## src/rtl/mem_bus_arbiter.sv

```systemverilog
// rtl/mem_bus_arbiter.sv - single-outstanding memory bus arbiter, data port over fetch port
// Flushed fetches complete on the bus but their result is dropped.
module mem_bus_arbiter #(
  parameter int ADDR_WIDTH = 32,
  parameter int DATA_WIDTH = 32
) (
  input  logic                    clk,
  input  logic                    rst,
  input  logic                    flush,
  input  logic                    inst_req,
  input  logic [ADDR_WIDTH-1:0]   inst_addr,
  output logic                    inst_valid,
  output logic [DATA_WIDTH-1:0]   inst_rdata,
  input  logic                    data_req,
  input  logic                    data_we,
  input  logic [ADDR_WIDTH-1:0]   data_addr,
  input  logic [DATA_WIDTH-1:0]   data_wdata,
  input  logic [DATA_WIDTH/8-1:0] data_wstrb,
  output logic                    data_valid,
  output logic [DATA_WIDTH-1:0]   data_rdata,
  output logic                    stallreq_if,
  output logic                    stallreq_mem,
  output logic                    bus_req,
  output logic                    bus_we,
  output logic [ADDR_WIDTH-1:0]   bus_addr,
  output logic [DATA_WIDTH-1:0]   bus_wdata,
  output logic [DATA_WIDTH/8-1:0] bus_wstrb,
  input  logic                    bus_addr_ok,
  input  logic                    bus_data_ok,
  input  logic [DATA_WIDTH-1:0]   bus_rdata
);

  localparam int SW = DATA_WIDTH / 8;

  typedef enum logic [2:0] {IDLE, I_ADDR, I_DATA, D_ADDR, D_DATA} state_t;

  state_t                state_q, state_d;
  logic                  discard_q, discard_d;
  logic                  bus_req_q, bus_req_d;
  logic                  bus_we_q, bus_we_d;
  logic [ADDR_WIDTH-1:0] bus_addr_q, bus_addr_d;
  logic [DATA_WIDTH-1:0] bus_wdata_q, bus_wdata_d;
  logic [SW-1:0]         bus_wstrb_q, bus_wstrb_d;
  logic                  inst_valid_q, inst_valid_d;
  logic [DATA_WIDTH-1:0] inst_rdata_q, inst_rdata_d;
  logic                  data_valid_q, data_valid_d;
  logic [DATA_WIDTH-1:0] data_rdata_q, data_rdata_d;

  always_ff @(posedge clk or posedge rst) begin
    if (rst) begin
      state_q      <= IDLE;
      discard_q    <= 1'b0;
      bus_req_q    <= 1'b0;
      bus_we_q     <= 1'b0;
      bus_addr_q   <= '0;
      bus_wdata_q  <= '0;
      bus_wstrb_q  <= '0;
      inst_valid_q <= 1'b0;
      inst_rdata_q <= '0;
      data_valid_q <= 1'b0;
      data_rdata_q <= '0;
    end else begin
      state_q      <= state_d;
      discard_q    <= discard_d;
      bus_req_q    <= bus_req_d;
      bus_we_q     <= bus_we_d;
      bus_addr_q   <= bus_addr_d;
      bus_wdata_q  <= bus_wdata_d;
      bus_wstrb_q  <= bus_wstrb_d;
      inst_valid_q <= inst_valid_d;
      inst_rdata_q <= inst_rdata_d;
      data_valid_q <= data_valid_d;
      data_rdata_q <= data_rdata_d;
    end
  end

  always_comb begin
    state_d      = state_q;
    discard_d    = discard_q;
    bus_req_d    = bus_req_q;
    bus_we_d     = bus_we_q;
    bus_addr_d   = bus_addr_q;
    bus_wdata_d  = bus_wdata_q;
    bus_wstrb_d  = bus_wstrb_q;
    inst_valid_d = 1'b0;
    inst_rdata_d = inst_rdata_q;
    data_valid_d = 1'b0;
    data_rdata_d = data_rdata_q;

    case (state_q)
      IDLE: begin
        discard_d = 1'b0;
        // A completion pulse blocks any issue that cycle, so requesters can drop or change their request.
        if (!(inst_valid_q || data_valid_q)) begin
          if (data_req) begin
            bus_req_d   = 1'b1;
            bus_we_d    = data_we;
            bus_addr_d  = data_addr;
            bus_wdata_d = data_wdata;
            bus_wstrb_d = data_wstrb;
            state_d     = D_ADDR;
          end else if (inst_req) begin
            bus_req_d   = 1'b1;
            bus_we_d    = 1'b0;
            bus_addr_d  = inst_addr;
            bus_wstrb_d = '0;
            state_d     = I_ADDR;
          end
        end
      end
      I_ADDR: begin
        if (flush) discard_d = 1'b1;
        if (bus_addr_ok) begin
          bus_req_d = 1'b0;
          state_d   = I_DATA;
        end
      end
      I_DATA: begin
        if (flush) discard_d = 1'b1;
        if (bus_data_ok) begin
          inst_rdata_d = bus_rdata;
          inst_valid_d = !(discard_q || flush);
          discard_d    = 1'b0;
          state_d      = IDLE;
        end
      end
      D_ADDR: begin
        if (bus_addr_ok) begin
          bus_req_d = 1'b0;
          state_d   = D_DATA;
        end
      end
      D_DATA: begin
        if (bus_data_ok) begin
          if (!bus_we_q) data_rdata_d = bus_rdata;
          data_valid_d = 1'b1;
          state_d      = IDLE;
        end
      end
      default: state_d = IDLE;
    endcase
  end

  assign inst_valid   = inst_valid_q;
  assign inst_rdata   = inst_rdata_q;
  assign data_valid   = data_valid_q;
  assign data_rdata   = data_rdata_q;
  assign bus_req      = bus_req_q;
  assign bus_we       = bus_we_q;
  assign bus_addr     = bus_addr_q;
  assign bus_wdata    = bus_wdata_q;
  assign bus_wstrb    = bus_wstrb_q;
  assign stallreq_if  = inst_req & ~inst_valid_q;
  assign stallreq_mem = data_req & ~data_valid_q;

endmodule
```

## config.mk

```make
export PLATFORM = sky130hd
export DESIGN_NAME = mem_bus_arbiter
export DESIGN_NICKNAME = d
export VERILOG_FILES = /design/src/rtl/mem_bus_arbiter.sv
export SDC_FILE = /design/constraint.sdc
export NUM_CORES = 1
export LEC_CHECK = 0
export CAP_MARGIN = 15
export CORE_UTILIZATION = 42
export CTS_BUF_LIST = sky130_fd_sc_hd__clkbuf_8
export DETAILED_ROUTE_END_ITERATION = 7
export GPL_TIMING_DRIVEN = 0
export HOLD_SLACK_MARGIN = 0.03
export PLACE_DENSITY = 0.78
export SLEW_MARGIN = 20
export SYNTH_ARGS = -nofsm -noshare
export SYNTH_HDL_FRONTEND = slang
export SYNTH_SLANG_ARGS = --single-unit
```

## constraint.sdc

```tcl
create_clock -name clk -period 5.13 [get_ports clk]
set_clock_uncertainty 0.15 [all_clocks]
set_input_delay 0.513 -clock clk [delete_from_list [all_inputs] [get_ports clk]]
set_output_delay 0.513 -clock clk [all_outputs]
set_load 0.01 [all_outputs]
```

[After elaboration in Yosys (flattened, before gate mapping)]
Cells that the tools add are included.
Operators by class
  bitwise gates (word level): 6
  reductions and logical operators: 15
  equal/unequal tests: 10
  multiplexer cells: 25
Operators by type and width (count)
  $mux 32: 2
  $mux 3: 6
  $mux 1: 12
  $pmux 3 s4: 1
  $reduce_and 3->1: 3
  $mux 4: 2
  $eq 3x2->1 const B: 2
  $ne 2x2->1 const B: 3
  $reduce_and 5->1: 1
  $ne 2x1->1 const B: 2
  $not 1->1: 4
  $reduce_and 4->1: 1
  $reduce_bool 2->1: 2
  $reduce_or 2->1: 2
  $eq 3x1->1 const B: 1
  $eq 3x3->1 const B: 1
  $logic_not 3->1: 1
  $ne 3x3->1 const B: 1
  $pmux 1 s3: 1
  $reduce_bool 3->1: 1
  $and 1x1->1: 2
  $logic_or 1x1->1: 2
  $pmux 1 s2: 1
  $reduce_and 2->1: 1
  $logic_not 1->1: 1
Word-level totals
  output and inout bits: 138
  register bits: 140
  logic and storage cells: 67

[Longest topological paths before layout]
  word-level depth: 4
  depth in mapped cells: 6

[Worst setup path before layout]
No wires, ideal clock.
  kind: input-to-reg
  start point: input data_req
  end point: register bus_addr_q[10], in the netlist bus_addr[10]
  buffers on the path: 2
  stages on the path: 4
  setup slack: 3212 ps
  arrival: 1643 ps
  setup time: 125 ps
  required time: 4855 ps
  path through: buf_2 clkbuf_1 mux2_2 mux2_2
Between the ends
  cells in the longest elaborated chain, start to end: 2
  elaborated cells on any way between the ends: 3
RTL lines
  start, declared: RTL line 14  | input logic data_req,
  $reduce_bool 2->1 (no source line)
  $reduce_and 3->1 (no source line)
  end signal, assigned: RTL line 67  | bus_addr_q <= bus_addr_d;
  end, declared: RTL line 41  | logic [ADDR_WIDTH-1:0] bus_addr_q, bus_addr_d;
Parallel ways exist; a longest one is shown, timed or not.
A chain may end at the register's enable or synchronous reset.

[Final worst setup path]
  start point: input inst_req
  end point: output stallreq_if
Between the ends
  cells in the longest elaborated chain, start to end: 1
RTL lines
  start, declared: RTL line 10  | input logic inst_req,
  $and 1x1->1: RTL line 153  | assign stallreq_if = inst_req & ~inst_valid_q;
  end, declared: RTL line 21  | output logic stallreq_if,
No other way between the ends.

==> out/qor.yml <==
design.core.area_um2: 13500
power_mw: 5.35
insertion_delay_ns: 0.44
grt_pass1_wl_um: 23800
fp.dieH_um: 120
synthTopCellsByArea: "dfrtp_1 60%, mux2_2 15%, mux2_1 10%, mux2_4 7.7%, buf_6 2.3%"
critPathKind: "in -> out"
period_minus_slack_ns: 2.37
insertedDiodeCount: 0
end_kind: "output pin"
yosysWarnings: 0
synth_top_family_by_area: "multiplexers"
place_area_um2: 8890
path_common_cell: "clkdlybuf4s50_1"
crit_buf_inv: 2
avgSynthCellArea_um2: 16.6
io_buffers: 276
synth.most_common_cell: "dfrtp_1"
grt_usage_pct: 22.1
max_freq_mhz: 421
max_slew.worst_pin.slew_ns: 0.548
hp-class: "reg -> reg"
layout.nets: 789
run_status: "completed"
synth_nets: 493
first_pass_iters: 4
design.die.area_um2: 14500
synth_xor_area_share_pct: 0.149
synthAdderAreaFrac_pct: 0
crit_path_start_kind: "primary input"
ys_types: 29
ys_async_sr_fraction_pct: 100
ys_seq_elements: 140
rsz0062_at_grt: "false"
ctsHoldBuffers: 0
area_delta_synth_final_pct: 57.6
fin_util_pct: 68.8
required_ns: 4.47
ir_worst_vdd_v: 0.000266
grt_max_degree: 103
dp_slack_ns: 2.74
dpl.hpwl_um: 11600
cp_top_family: "buffers and inverters"
maxSlewViolCount: 0
wl_um: 15200
htreeDepth: 4
grt_overflow_total: 0
drt-initial-drc-count: 136
routabilityCongestion: 0.736
cap_violations: 0
dp_cells: 806
synth_top_cell_area_share_pct: 59.7
slowest_delay_ns: 0.56
core.rowCount: 42
numClockSinks: 140
setup_slack_ns: 2.76
cts_tree: "done"
drive_gt1_share_pct: 23.4
stdcell_count: 837
clk_pin_slew_ns: 0.08
synth-seq-area-share_pct: 59.7
dr_total_vias: 4066
cts_buffer_depth: 2
p_per_area_nw_per_um2: 579
setup_viol: 0
leakagePower_nw: 3.91
synth_flop_cell: "dfrtp_1"
post_cts_resized: 0
initial_core_util_pct: 43.6
avgRoutedWirePerCell_um: 18.1
yosys-mux-area-fraction_pct: 32.6
numCtsBuffers: 17
post-cts-setup-buffer-count: 0
grt_antenna_before_repair: 0
synth_compound_area_share_pct: 1.83
synth_top_area_cell: "dfrtp_1"
root_buffer: "clkbuf_8"
drc_errors: 0
syn_area_um2: 5870
max-slew-margin-rel_pct: 63.3
finalInstanceArea_um2: 9250
grt_pass1_vias: 4531
period_share_pct: 46.3
die_x_um: 120
io_pins: 278
path_cells: "clkdlybuf4s50_1 > nor2b_1 > clkdlybuf4s50_1"
ant_nets: 0
cp_slowest_cell: "clkdlybuf4s50_1"
synth_edf_count: 0
yosys-top-cells-count: "140 x dfrtp_1, 76 x mux2_2, 54 x mux2_1, 30 x mux2_4, 12 x buf_6"
syn_inst: 353
crit_arrival_ns: 1.71
hold_violations: 0
synth_simple_gate_area_share_pct: 1.75
critical_path_peak_fanout: 3
viasPerCell: 4.86
worst reg2reg max path: stages (launching register included):
cell and delay [ns]:
dfrtp_1 0.46, nor2_1 0.31, and3_1 0.21, buf_2 0.21, buf_6 0.19, mux2_1 0.35
registers in the layout (all words and copies together) (netlist names):
name	count
bus_wdata	32
bus_req	1
bus_addr	32
discard_q	1
data_rdata	32
bus_we	1
bus_wstrb	4
state_q	3
data_valid	1
inst_valid	1
inst_rdata	32
per-layer routing:
layer	track usage, %	vias to the layer above	share of wire, %
met4	9.95	0	2.5
met5	0	-	0
met2	38.2	186	52
li1	-	1863	-
met3	9.43	28	9.2
met1	23.2	1989	37
path summary, 6_finish.rpt:
kind	startpoint	endpoint	slack [ns]	depth (start not counted)
worst max-delay path	inst_req	stallreq_if	2.76	3
worst min-delay path	discard_q	inst_valid	0.29	1
worst max register to register	state_q[0]	inst_rdata[12]	3.15	5
worst min register to register	discard_q	inst_valid	0.29	1
max in group asynchronous	rst	bus_req	3.71	3
min in group asynchronous	rst	bus_wdata[11]	0.30	2
stage by stage:
step | hold slack [ns] | setup TNS (ns)
after floorplan | 0.257 | 0
after CTS | 0.282 | 0
final | 0.291 | 0
after detailed placement | 0.275 | 0
after global routing | 0.292 | 0
after global placement | 0.274 | -148.45
final cells by class:
type	instances	area, µm²
Tap cell	176	220
Inverter	4	22.5
Multi-Input combinational cell	189	2130
Clock buffer	21	289
Timing Repair Buffer	277	2790
Fill cell	942	4200
Sequential cell	140	3500
Clock inverter	10	76.3
Buffer	20	218
cell families (layout without fill, tap and decap cells):
| logic type | count (synthesis) | count (layout) |
|---|---|---|
| buffers and inverters | 24 | 332 |
| XOR/XNOR | 1 | 1 |
| flip-flops | 140 | 140 |
| multiplexers | 160 | 160 |
| AO/OA/AOI/OAI | 14 | 14 |
| AND/OR/NAND/NOR | 14 | 14 |
power breakdown:
group	total, mW	switching, mW	internal, mW	leakage [nW]
sequential	1.96	0.297	1.66	1.70
clock	0.821	0.398	0.423	0.202
combinational	2.57	0.935	1.64	2.01
placed cells by master, fill, tap and decap left out, drive strengths merged, types with 2 or more instances in the layout:
cell           synthesis  routed
a22o                   5       5
and3                   2       2
buf                   18      19
clkbuf                 2      23
clkdlybuf4s50          0     276
clkinv                 0       4
dfrtp                140     140
inv                    4       8
mux2                 160     160
nand2                  3       3
nor2b                  3       3
o21ai                  2       2
(Power assumes the default switching activity.)
